--- src/rtl/sub32_nibble_serial_if.sv ---
// Operand/result handshake bundle for the nibble-serial subtractor.
// The master presents operands and consumes results; the slave is the subtractor.
interface sub32_nibble_serial_if #(
  parameter int WIDTH = 32
);
  logic             in_valid;
  logic             in_ready;
  logic [WIDTH-1:0] a;
  logic [WIDTH-1:0] b;
  logic             bin;
  logic             out_valid;
  logic             out_ready;
  logic [WIDTH-1:0] diff;
  logic             bout;
  logic             zero;
  logic             neg;
  logic             ovf;

  modport master (
    output in_valid, a, b, bin, out_ready,
    input  in_ready, out_valid, diff, bout, zero, neg, ovf
  );

  modport slave (
    input  in_valid, a, b, bin, out_ready,
    output in_ready, out_valid, diff, bout, zero, neg, ovf
  );
endinterface

--- src/rtl/sub32_nibble_serial.sv ---
// Area-cheap serial subtractor: one SLICE-bit adder plus a carry flop computes
// a - b - bin over WIDTH/SLICE cycles, with borrow/zero/sign/overflow flags.
module sub32_nibble_serial #(
  parameter int WIDTH = 32,
  parameter int SLICE = 4
) (
  input  logic                 clk,
  input  logic                 rst,
  sub32_nibble_serial_if.slave bus
);

  localparam int N     = WIDTH / SLICE;
  localparam int CNT_W = $clog2(N + 1);

  typedef enum logic [1:0] {IDLE, RUN, DONE} state_t;

  state_t             state, state_next;
  logic [WIDTH-1:0]   a_sh, nb_sh;
  logic               carry;
  logic [CNT_W-1:0]   cnt;
  logic               a_msb, b_msb;
  logic [WIDTH-1:0]   diff_q;
  logic               bout_q, zero_q, neg_q, ovf_q;

  logic [SLICE:0]     slice_sum;
  logic [WIDTH-1:0]   diff_next;
  logic               last_slice;

  // Operands shift down so the active slice is always the low SLICE bits;
  // the result shifts in from the top and is complete after N slices.
  always_comb begin
    // NOTE: every combinational output gets a default first so no path leaves it unassigned (no latch).
    slice_sum  = '0;
    diff_next  = diff_q;
    last_slice = 1'b0;
    state_next = state;

    slice_sum  = {1'b0, a_sh[SLICE-1:0]} + {1'b0, nb_sh[SLICE-1:0]}
               + {{SLICE{1'b0}}, carry};
    diff_next  = {slice_sum[SLICE-1:0], diff_q[WIDTH-1:SLICE]};
    last_slice = (cnt == CNT_W'(N - 1));

    case (state)
      IDLE:    if (bus.in_valid)  state_next = RUN;
      RUN:     if (last_slice)    state_next = DONE;
      DONE:    if (bus.out_ready) state_next = IDLE;
      default:                    state_next = IDLE;
    endcase
  end

  always_ff @(posedge clk) begin
    // NOTE: sequential state uses non-blocking assignments so all flops update together at the edge.
    if (rst) state <= IDLE;
    else     state <= state_next;
  end

  always_ff @(posedge clk) begin
    if (rst) begin
      a_sh   <= '0;
      nb_sh  <= '0;
      carry  <= 1'b0;
      cnt    <= '0;
      a_msb  <= 1'b0;
      b_msb  <= 1'b0;
      diff_q <= '0;
      bout_q <= 1'b0;
      zero_q <= 1'b0;
      neg_q  <= 1'b0;
      ovf_q  <= 1'b0;
    end else begin
      case (state)
        IDLE: begin
          if (bus.in_valid) begin
            a_sh  <= bus.a;
            nb_sh <= ~bus.b;
            carry <= ~bus.bin;
            cnt   <= '0;
            a_msb <= bus.a[WIDTH-1];
            b_msb <= bus.b[WIDTH-1];
          end
        end
        RUN: begin
          a_sh   <= a_sh >> SLICE;
          nb_sh  <= nb_sh >> SLICE;
          carry  <= slice_sum[SLICE];
          cnt    <= cnt + CNT_W'(1);
          diff_q <= diff_next;
          if (last_slice) begin
            // Carry out of an inverted-subtrahend add is the complement of borrow.
            bout_q <= ~slice_sum[SLICE];
            zero_q <= (diff_next == '0);
            neg_q  <= diff_next[WIDTH-1];
            ovf_q  <= (a_msb != b_msb) && (diff_next[WIDTH-1] != a_msb);
          end
        end
        default: ;
      endcase
    end
  end

  assign bus.in_ready  = (state == IDLE);
  assign bus.out_valid = (state == DONE);
  assign bus.diff      = diff_q;
  assign bus.bout      = bout_q;
  assign bus.zero      = zero_q;
  assign bus.neg       = neg_q;
  assign bus.ovf       = ovf_q;

endmodule

--- src/flat_wrapper.sv ---
// flat-port wrapper written by rule: the top's interface ports become plain ports
module sub32_nibble_serial_flat 
#(
  parameter int WIDTH = 32,
  parameter int SLICE = 4
)
  (clk, rst, bus_in_valid, bus_a, bus_b, bus_bin, bus_out_ready, bus_in_ready, bus_out_valid, bus_diff, bus_bout, bus_zero, bus_neg, bus_ovf);
  sub32_nibble_serial_if #(.WIDTH(WIDTH)) bus_i ();
  input  logic clk;
  input  logic rst;
  input wire logic [$bits(bus_i.in_valid)-1:0] bus_in_valid;
  input wire logic [$bits(bus_i.a)-1:0] bus_a;
  input wire logic [$bits(bus_i.b)-1:0] bus_b;
  input wire logic [$bits(bus_i.bin)-1:0] bus_bin;
  input wire logic [$bits(bus_i.out_ready)-1:0] bus_out_ready;
  output wire logic [$bits(bus_i.in_ready)-1:0] bus_in_ready;
  output wire logic [$bits(bus_i.out_valid)-1:0] bus_out_valid;
  output wire logic [$bits(bus_i.diff)-1:0] bus_diff;
  output wire logic [$bits(bus_i.bout)-1:0] bus_bout;
  output wire logic [$bits(bus_i.zero)-1:0] bus_zero;
  output wire logic [$bits(bus_i.neg)-1:0] bus_neg;
  output wire logic [$bits(bus_i.ovf)-1:0] bus_ovf;
  assign bus_i.in_valid = bus_in_valid;
  assign bus_i.a = bus_a;
  assign bus_i.b = bus_b;
  assign bus_i.bin = bus_bin;
  assign bus_i.out_ready = bus_out_ready;
  assign bus_in_ready = bus_i.in_ready;
  assign bus_out_valid = bus_i.out_valid;
  assign bus_diff = bus_i.diff;
  assign bus_bout = bus_i.bout;
  assign bus_zero = bus_i.zero;
  assign bus_neg = bus_i.neg;
  assign bus_ovf = bus_i.ovf;
  sub32_nibble_serial #(.WIDTH(WIDTH), .SLICE(SLICE)) u_core (.clk(clk), .rst(rst), .bus(bus_i));
endmodule
--- config.mk ---
export PLATFORM = sky130hd
export DESIGN_NAME = sub32_nibble_serial_flat
export DESIGN_NICKNAME = d
export VERILOG_FILES = /design/src/rtl/sub32_nibble_serial_if.sv /design/src/rtl/sub32_nibble_serial.sv /design/src/flat_wrapper.sv
export SDC_FILE = /design/constraint.sdc
export NUM_CORES = 1
export LEC_CHECK = 0
export CAP_MARGIN = 10
export CORE_ASPECT_RATIO = 0.75
export CORE_MARGIN = 1
export CORE_UTILIZATION = 30
export CTS_BUF_LIST = sky130_fd_sc_hd__clkbuf_16
export DETAILED_ROUTE_END_ITERATION = 7
export GPL_ROUTABILITY_DRIVEN = 0
export GPL_TIMING_DRIVEN = 0
export HOLD_SLACK_MARGIN = 0.06
export SLEW_MARGIN = 5
export SYNTH_ARGS = -nofsm -noshare
export SYNTH_HDL_FRONTEND = slang
export SYNTH_SLANG_ARGS = --single-unit
--- constraint.sdc ---
create_clock -name clk -period 3.43 [get_ports clk]
set_input_delay 0.343 -clock clk [delete_from_list [all_inputs] [get_ports clk]]
set_output_delay 0.343 -clock clk [all_outputs]
set_load 0.005 [all_outputs]
; ---- Yosys cells after proc, flatten, opt, wreduce, memory -nomap -nowiden
; Cells that the tools add are included.
[classes]
add_sub_neg = 3
multipliers = 0
div = 0
n_lt_le_gt_ge = 0
n_eq_ne = 8
shifts = 0
muxes = 12
bitwise_logic = 3
n_reduce_logical = 8
[ops]
columns = operator, n
row1 = $pmux W32 S2, 2
row2 = $mux W32, 2
row3 = $logic_not A32 Y1, 1
row4 = $not A32 Y32, 1
row5 = $pmux W4 S2, 1
row6 = $mux W2, 3
row7 = $pmux W2 S3, 1
row8 = $reduce_and A2 Y1, 3
row9 = $add A4 B4 Y5, 1
row10 = $add A5 B1 Y5, 1
row11 = $add A4 B1 Y4 const B, 1
row12 = $eq A4 B3 Y1 const B, 1
row13 = $mux W4, 1
row14 = $ne A2 B2 Y1 const B, 2
row15 = $reduce_and A3 Y1, 1
row16 = $eq A2 B1 Y1 const B, 1
row17 = $eq A2 B2 Y1 const B, 1
row18 = $logic_not A2 Y1, 1
row19 = $ne A1 B1 Y1, 2
row20 = $ne A2 B1 Y1 const B, 1
row21 = $not A1 Y1, 2
row22 = $pmux W1 S2, 1
row23 = $reduce_bool A2 Y1, 1
row24 = $logic_and A1 B1 Y1, 1
row25 = $mux W1, 1
[word_totals]
regBits = 109
latchBits = 0
ram_bits = 0
rom_bits = 0
inputBits = 69
output_inout_bits = 38
mem_count = 0

; ---- Logic depth before layout (Yosys ltp)
; Gate-level depths: netlist of the first run.
[depth]
ltp_word = 4
mapped_depth = 6
depth_no_buf = 6

; ---- Worst setup path after synthesis of the first run
; Ideal clock, no wire load.
[synth_path]
path_kind = register -> register
start = register u_core.carry
end = register u_core.zero_q, in the netlist u_core.bus.zero
arrival_ns = 2.193
setup_slack_ns = 1.136
path_stages_with_launch = 7
path_buffers = 0
path_cell_list = dfxtp_1 > fa_1 > fa_1 > nor4_1 > nand4_1 > or3_1 > o41ai_1
[synth_via]
elab_chain_cells = 2
[synth_lines]
columns = item, line_no
row1 = "start, declared", sub32_nibble_serial.sv:19  ; logic carry;
row2 = "start signal, assigned", sub32_nibble_serial.sv:76  ; carry <= ~bus.bin;
row3 = "start signal, assigned", sub32_nibble_serial.sv:85  ; carry <= slice_sum[SLICE];
row4 = $add A5 B1 Y5, sub32_nibble_serial.sv:39  ; + {{SLICE{1'b0}}, carry};
row5 = named net u_core.slice_sum[1], sub32_nibble_serial.sv:25  ; logic [SLICE:0] slice_sum;
row6 = $logic_not A32 Y1, sub32_nibble_serial.sv:91  ; zero_q <= (diff_next == '0);
row7 = "end signal, assigned", sub32_nibble_serial.sv:91
row8 = "end, declared", sub32_nibble_serial.sv:23  ; logic bout_q, zero_q, neg_q, ovf_q;
; The timed path passes the listed nets, and every way through them passes these cells.
; A chain may end at the register's enable or synchronous reset.

; ---- Worst setup path after layout of the first run
[layout_path]
start = register u_core.carry
end = register u_core.zero_q, in the netlist u_core.bus.zero
[layout_via]
elab_chain_cells = 2
[layout_lines]
columns = item, line_no
row1 = $add A5 B1 Y5, sub32_nibble_serial.sv:39
row2 = $logic_not A32 Y1, sub32_nibble_serial.sv:91
; No other way between the ends.

==> results.toml, run 1 <==
[critical_path]
required_ps = 3680
path_depth = 6
regToRegStartpoint = "u_core.carry$_SDFFE_PP0P_"
worstPathCellList = "fa_1 > fa_1 > xnor2_1 > nand3_1 > or3_1 > o41ai_1"
rrSetupSlack_ps = 940
crit_path_start_kind = "flip-flop"
r2r.worst_path.cells = 6
arrival_ps = 2740
slowest_delay_ps = 480
path_buf_inv = 0
cpMostUsedCell = "fa_1"
r2r_end = "u_core.bus.zero$_SDFFE_PP0P_"
end_kind = "flip-flop"
crit_family = "adder cells"
crit_type = "reg -> reg"
worstPathMaxFanout = 2
cpMaxStageDelayCell = "fa_1"

[clock_network]
cts.hold.buffers_added = 0
cts-root-buf = "clkbuf_16"
cts_made_buffers = 9
clkSinkCount = 109
clock_path_buffers = 2
cts_resized = 0
clock_latency_ps = 350
htreeDepth = 3
cts_post_setup_buffers_inserted = 0
cts_tree = "yes"
clkTransAtPathRegs_ps = 70

[global_routing]
grt_max_degree = 18
grt-ovfl-total = 0
antenna_found_initial = 0
grt_pass1_wl_mm = 21.35
track_usage_pct = 17.83
grt_pass1_vias = 4372

[worst_hold_path]
min_path_type = "reg -> reg"
hold_depth = 2
hold_start = "u_core.bus.diff[2]$_SDFFE_PP0P_"
holdPathEnd = "u_core.bus.diff[2]$_SDFFE_PP0P_"

[placement]
port_buffers = 105
dp_slack_ps = 962.7
dp_cells = 880
hpwl_mm = 10.14

[die]
dieArea_sq_um = 15560
die_w_microns = 143.7
initial_utilization_pct = 30.95
io_pins = 107
fp.dieH_microns = 108.3
coreArea_sq_um = 14600
rows = 38

[layout]
layout.nets = 766
syn2layout_area_growth_pct = 37.36
layout-drive-gt1-share_pct = 4.598
final_cell_mix = "nand2_1, dfxtp_1, clkdlybuf4s50_1, a21oi_1, nor2_1"
fin_cells = 896
final_common_cell = "nand2_1"
antenna_cells = 0

[timing]
relSlewSlack_pct = 59.06
setup_ws_ps = 942.9
maxSlewViolCount = 0
final-hold-violation-count = 0
rsz0062_at_grt = "no"
finalSetupViolCount = 0
period_minus_slack_ps = 2487
fin_skew_ps = 4.837
clock.fmax_mhz = 402.1
tns_ps = 0
min_period_over_period_pct = 72.51
tightest_slew_ps = 614.1

[pwr]
powerDensity_nw_per_um2 = 500.7
power.total_uw = 3107
peakVddDrop_v = 0.0003031
power.leakage_uw = 0.002144

[synth]
synth_top_area_cell = "dfxtp_1"
synthTopCellsByArea = "dfxtp_1, nand2_1, a21oi_1, a311oi_1, o211ai_1"
synthFlopType = "dfxtp_1"
ys_types = 33
synthArstFlopShare_pct = 0
ys_ff_latch = 109
synth_top_area_share_pct = 48.30
synthCells = 575
synth_nets = 650
synth.avg_cell_area_sq_um = 7.858
seq_area_frac_synth_pct = 48.30
synth_area_sq_um = 4518
ys.warnings.count = 0
synth_edf_count = 0

[flow_run]
cap_viol_max_count = 0

[route]
wl_per_cell_microns = 15.05
drc_errors = 0
wl_mm = 13.49
ant_nets = 0
vias_per_cell = 4.965
num_vias = 4449
drt_iter0_drc = 283
firstDrtPassIters = 4

[status]
status = "completed"
[where the power goes]
| part | total (uW) | internal [uW] | switching (uW) |
|---|---|---|---|
| Sequential | 1380 | 1330 | 47.3 |
| Clock | 1330 | 859 | 471 |
| Combinational | 395 | 183 | 213 |
| Total | 3110 | 2380 | 731 |
[worst max path at each step]
stage | start | to
4_1_cts | u_core.carry$_SDFFE_PP0P_ | u_core.bus.zero$_SDFFE_PP0P_
5_1_grt | u_core.carry$_SDFFE_PP0P_ | u_core.bus.zero$_SDFFE_PP0P_
2_1_floorplan | u_core.carry$_SDFFE_PP0P_ | u_core.bus.zero$_SDFFE_PP0P_
3_5_place_dp | u_core.carry$_SDFFE_PP0P_ | u_core.bus.zero$_SDFFE_PP0P_
6_report | u_core.carry$_SDFFE_PP0P_ | u_core.bus.zero$_SDFFE_PP0P_
3_3_place_gp | u_core.carry$_SDFFE_PP0P_ | u_core.bus.zero$_SDFFE_PP0P_
[kinds of logic (layout without fill, tap and decap cells)]
logic type | count (synthesis) | count (layout) | share of synthesized area (%)
flip-flops | 109 | 109 | 48.30
XOR/XNOR | 1 | 1 | 0.1939
AO/OA/AOI/OAI | 145 | 145 | 20.77
AND/OR/NAND/NOR | 267 | 267 | 24.54
adder cells (fa/ha/maj) | 6 | 6 | 1.994
buffers and inverters | 47 | 168 | 4.209
[cell type report]
cell class,count,area (sq um)
fillers,1487,8391
flip-flops and latches,109,2182
multi-input cells,419,2146
repair buffers,105,1051
well taps,200,250.2
clock buffers,9,225.2
plain buffers,47,190.2
clock inverters,7,161.4
[through the flow]
stage | util, % | area [sq um] | hold slack, ps
after global routing | 42.52 | 6206 | 467.9
after detailed placement | 39.87 | 5819 | 441.7
after CTS | 42.52 | 6206 | 454.9
after floorplan | - | 4518 | 429.0
after global placement | 39.87 | 5819 | 443.0
final | 42.52 | 6206 | 455.8
[registers in the layout (all words and copies together) (netlist names)]
signal,cells
u_core.nb_sh,32
u_core.bus.bout,1
u_core.b_msb,1
u_core.bus.diff,32
u_core.carry,1
u_core.bus.zero,1
u_core.cnt,4
u_core.bus.neg,1
u_core.a_msb,1
u_core.state,2
u_core.a_sh,32
u_core.bus.ovf,1
[layer usage]
metal / wire length [microns] / vias up / GRT usage [%]
met5: 0 / - / 0
met4: 141 / 0 / 5.091
met3: 892 / 12 / 4.296
met2: 6103 / 131 / 29.20
met1: 6352 / 2092 / 23.29
li1: - / 2214 / -
[cells in the mapped netlist (3+ instances only)]
| master | instances |
|---|---|
| a21oi_1 | 78 |
| a311oi_1 | 28 |
| buf_1 | 4 |
| buf_2 | 11 |
| clkbuf_1 | 32 |
| dfxtp_1 | 109 |
| ha_1 | 4 |
| nand2_1 | 189 |
| nand2b_1 | 6 |
| nand3_1 | 11 |
| nor2_1 | 40 |
| nor2b_1 | 3 |
| nor4_1 | 7 |
| o211ai_1 | 28 |
| or3_1 | 3 |
[worst reg2reg max path, cell delays in order, from the launching register on]
cell and delay [ps]:
dfxtp_1 330, fa_1 480, fa_1 480, xnor2_1 350, nand3_1 130, or3_1 390, o41ai_1 230
No activity file was read; power rests on OpenSTA's default activity.
==> run 2, diff against run 1 <==
Clock period 3.43 ns to 2.07 ns, I/O delays scaled along.
==> results.toml, run 2 (synthesis gave the netlist of run 1 again) <==
[critical_path]
cpMostUsedCell = "fa_2"
arrival_ps = 2370
end_kind = "flip-flop"
crit_family = "adder cells"
worstPathCellList = "fa_2 > fa_2 > xnor2_2 > nand3_1 > or3_4 > o41ai_2"
required_ps = 2330
cpMaxStageDelayCell = "fa_2"
crit_type = "reg -> reg"
worstPathMaxFanout = 2
crit_path_start_kind = "flip-flop"
path_buf_inv = 0
slowest_delay_ps = 400

[layout]
syn2layout_area_growth_pct = 36.50
antenna_cells = 0
layout.nets = 767
fin_area_sq_um = 6167
fin_util_pct = 42.25
layout-drive-gt1-share_pct = 5.595
final_common_cell = "nand2_1"
final_cell_mix = "nand2_1, dfxtp_1, clkdlybuf4s50_1, a21oi_1, nor2_1"

[clock_network]
htreeDepth = 3
clkSinkCount = 109
clkTransAtPathRegs_ps = 70
cts-root-buf = "clkbuf_16"
cts_made_buffers = 9
cts_tree = "yes"
clock_latency_ps = 350
cts.hold.buffers_added = 0
clock_path_buffers = 2

[die]
initial_utilization_pct = 30.95
die_w_microns = 143.7
coreArea_sq_um = 14600
rows = 38
fp.dieH_microns = 108.3
dieArea_sq_um = 15560
io_pins = 107

[pwr]
power.leakage_uw = 0.002130
power.total_uw = 4771
powerDensity_nw_per_um2 = 773.6
peakVddDrop_v = 0.0003792

[route]
wl_per_cell_microns = 14.62
vias_per_cell = 4.972
num_vias = 4460
drc_errors = 0
wl_mm = 13.11
ant_nets = 0
firstDrtPassIters = 4
drt_iter0_drc = 218

[status]
status = "finished, violations left"
violations = "negative setup slack"

[placement]
placed_cell_area_sq_um = 5822
port_buffers = 105
hpwl_mm = 9.989

[global_routing]
grt-ovfl-total = 0
antenna_found_initial = 0
grt_pass1_wl_mm = 21.08
grt_max_degree = 17
grt_pass1_vias = 4244
track_usage_pct = 17.53

[flow_run]
cap_viol_max_count = 0

[timing]
setup_ws_ps = -45.05
tns_ps = -45.05
tightest_slew_ps = 582.1
fin_skew_ps = 9.304
period_minus_slack_ps = 2115
maxSlewViolCount = 0
min_period_over_period_pct = 102.2
relSlewSlack_pct = 61.19
final-hold-violation-count = 0
finalSetupViolCount = 1
rsz0062_at_grt = "yes"
clock.fmax_mhz = 472.8

[worst_hold_path]
min_path_type = "in -> reg"
-- run 2: changes by cell type in the layout (fill, tap and decap cells not counted), sizes merged --
cell	previous run	this run
clkinvlp	1	0
buf	15	16
inv	0	1
clkinv	1	4
bufinv	5	2
-- run 2: cell type report --
cell class / count / area (sq um)
Sequential cell: 109 / 2185
Clock inverter: 7 / 81.33
Fill cell: 1462 / 8429
Clock buffer: 9 / 225.2
Multi-Input combinational cell: 419 / 2177
Tap cell: 200 / 250.2
Buffer: 47 / 190.2
Timing Repair Buffer: 106 / 1059
-- run 2: power by group --
part           leakage [uW]  switching, uW  internal [uW]
registers          0.000892           78.3           2210
clock network      0.000155            764           1040
logic               0.00108            355            316
-- run 2: worst paths after layout --
check / from / endpoint / slack, ps / cells after the start
max: u_core.a_sh[0]$_SDFFE_PP0P_ / u_core.bus.zero$_SDFFE_PP0P_ / -50 / 6
min: rst / u_core.bus.ovf$_SDFFE_PP0P_ / 330 / 2
max reg2reg: u_core.a_sh[0]$_SDFFE_PP0P_ / u_core.bus.zero$_SDFFE_PP0P_ / -50 / 6
min reg2reg: u_core.nb_sh[31]$_SDFFE_PP0P_ / u_core.nb_sh[27]$_SDFFE_PP0P_ / 450 / 2
-- run 2: routing by layer --
metal  wire (microns)  global-route usage, %  vias up
li1                 -                      -     2218
met1             6436                  24.65     2103
met2             5745                  26.98      119
met3              777                  4.207       20
met4              154                  3.951        0
met5                0                      0        -
-- run 2: through the flow --
step / worst slack, ps / hold WS (ps) / instances
after floorplan: 8.459 / 343.0 / 575
after global placement: -328.0 / 442.7 / 880
after detailed placement: -305.7 / 443.3 / 880
after CTS: -62.46 / 336.1 / 897
after global routing: -121.3 / 392.9 / 897
final: -45.05 / 333.9 / 897
-- run 2: what timing repair did --
item,in CTS,in global routing
endpoints found under the setup margin,1,1
pin swaps,5,4
gates cloned,0,0
gates resized for setup,6,1
setup buffers,1,0
hold endpoints to repair,0,0
==> run 3, diff against run 2 <==
Settings changed: CORE_MARGIN 1 to default, CORE_UTILIZATION 30 to 45, GPL_TIMING_DRIVEN 0 to default, PLACE_DENSITY from default to 0.76.
==> results.toml, run 3 (synthesis gave the netlist of run 1 again) <==
[die]
fp.dieH_microns = 88.78
coreArea_sq_um = 9697
dieArea_sq_um = 10450
io_pins = 107
rows = 31
die_w_microns = 117.7
initial_utilization_pct = 46.59

[route]
ant_nets = 0
drt_iter0_drc = 283
num_vias = 4270
firstDrtPassIters = 4
wl_mm = 11.24
drc_errors = 0
vias_per_cell = 5.364
wl_per_cell_microns = 14.12

[placement]
hpwl_mm = 7.761
placed_cell_area_sq_um = 5731
dp_cells = 780
port_buffers = 106
dp_slack_ps = -250.2

[flow_run]
cap_viol_max_count = 0

[layout]
fin_cells = 796
fin_area_sq_um = 6062
antenna_cells = 0
layout.nets = 734
final_common_cell = "nand2_1"
layout-drive-gt1-share_pct = 6.325
syn2layout_area_growth_pct = 34.17
fin_util_pct = 62.52
final_cell_mix = "nand2_1, dfxtp_1, clkdlybuf4s50_1, a21oi_1, nor2_1"

[timing]
clock.fmax_mhz = 446.9
finalSetupViolCount = 1
final-hold-violation-count = 0
min_period_over_period_pct = 108.1
period_minus_slack_ps = 2238
fin_skew_ps = 6.627
rsz0062_at_grt = "yes"
tightest_slew_ps = 707.7
maxSlewViolCount = 0
relSlewSlack_pct = 52.82
setup_ws_ps = -167.5

[pwr]
power_frac_clock_pct = 38.2
power.leakage_uw = 0.002137
sequentialPowerShare_pct = 48.4
peakVddDrop_v = 0.0004374
p_sw_uw = 1154
combPwrFrac_pct = 13.5
powerDensity_nw_per_um2 = 782.0
p_sw_share_pct = 24.35
intPower_uw = 3586

[status]
status = "finished, violations left"
violations = "negative setup slack"

[clock_network]
cts_post_setup_buffers_inserted = 0
clock_path_buffers = 2
clkSinkCount = 109
clkTransAtPathRegs_ps = 70
cts_made_buffers = 9
htreeDepth = 3
clock_latency_ps = 350
cts-root-buf = "clkbuf_16"
cts_tree = "yes"

[critical_path]
arrival_ps = 2490
worstPathMaxFanout = 2
crit_path_start_kind = "flip-flop"
worstPathCellList = "fa_2 > fa_1 > xnor2_1 > nand3_1 > or3_1 > o41ai_2"
end_kind = "flip-flop"
required_ps = 2320
crit_type = "reg -> reg"
slowest_delay_ps = 410
cpMaxStageDelayCell = "fa_1"

[global_routing]
grt_pass1_vias = 3943
grt_pass1_wl_mm = 18.32
track_usage_pct = 21.86
antenna_found_initial = 0
grt-ovfl-total = 0
grt_max_degree = 73

[worst_hold_path]
min_path_type = "in -> reg"
## run 3: changes by cell type in the layout (fill, tap and decap cells not counted), moves of 4 or more
| cell | previous run | this run |
|---|---|---|
| buf_1 | 4 | 0 |
| buf_12 | 0 | 4 |
| buf_2 | 11 | 0 |
| buf_4 | 1 | 11 |
| clkbuf_1 | 32 | 0 |
## run 3: per-stage QoR
step	TNS (ps)	total power (uW)	hold WS, ps
after CTS	-157.4	4778	404.6
after floorplan	0	2687	343.0
after global routing	-264.2	4937	415.8
after global placement	-87.14	2948	441.4
final	-167.5	4740	410.8
after detailed placement	-250.2	2970	444.3
## run 3: cell type report
cell class / count / area [sq um]
Clock inverter: 7 / 91.34
Timing Repair Buffer: 120 / 1214
Clock buffer: 9 / 225.2
Fill cell: 874 / 3635
Multi-Input combinational cell: 419 / 2183
Tap cell: 132 / 165.2
Sequential cell: 109 / 2183
## run 3: metal layers
| layer | global-route usage [%] | share of wire (%) | vias up |
|---|---|---|---|
| met3 | 5.735 | 5.4 | 13 |
| met4 | 7.343 | 1.3 | 0 |
| met5 | 0 | 0 | - |
| li1 | - | - | 2154 |
| met1 | 27.72 | 47 | 1984 |
| met2 | 36.63 | 47 | 119 |
## run 3: what timing repair did
item,4_1_cts,5_1_grt
gates resized for setup,3,0
pin swaps,1,0
setup endpoints to repair,1,1
hold buffers,0,0
## run 3: power by group through the flow
stage	sequential (uW)	clock, uW	combinational (uW)
final	2290	1810	638
after global routing	2300	1930	705
after CTS	2290	1850	640
after floorplan	2310	0	374
after global placement	2330	0	615
after detailed placement	2340	0	632
## run 3: final timing paths
kind / depth (start not counted) / from / end / slack, ps
worst max register to register: 6 / u_core.a_sh[0]$_SDFFE_PP0P_ / u_core.bus.zero$_SDFFE_PP0P_ / -170
worst min register to register: 2 / u_core.nb_sh[27]$_SDFFE_PP0P_ / u_core.nb_sh[23]$_SDFFE_PP0P_ / 460
worst max-delay path: 6 / u_core.a_sh[0]$_SDFFE_PP0P_ / u_core.bus.zero$_SDFFE_PP0P_ / -170
worst min-delay path: 2 / rst / u_core.bus.bout$_SDFFE_PP0P_ / 410
## run 3: critical path, delay by kind of cell, from the launching register on
kind,cells,cell delay (ps)
simple gates,2,490
fa+ha+maj,2,810
compound gates,1,300
flops,1,330
xor+xnor,1,210
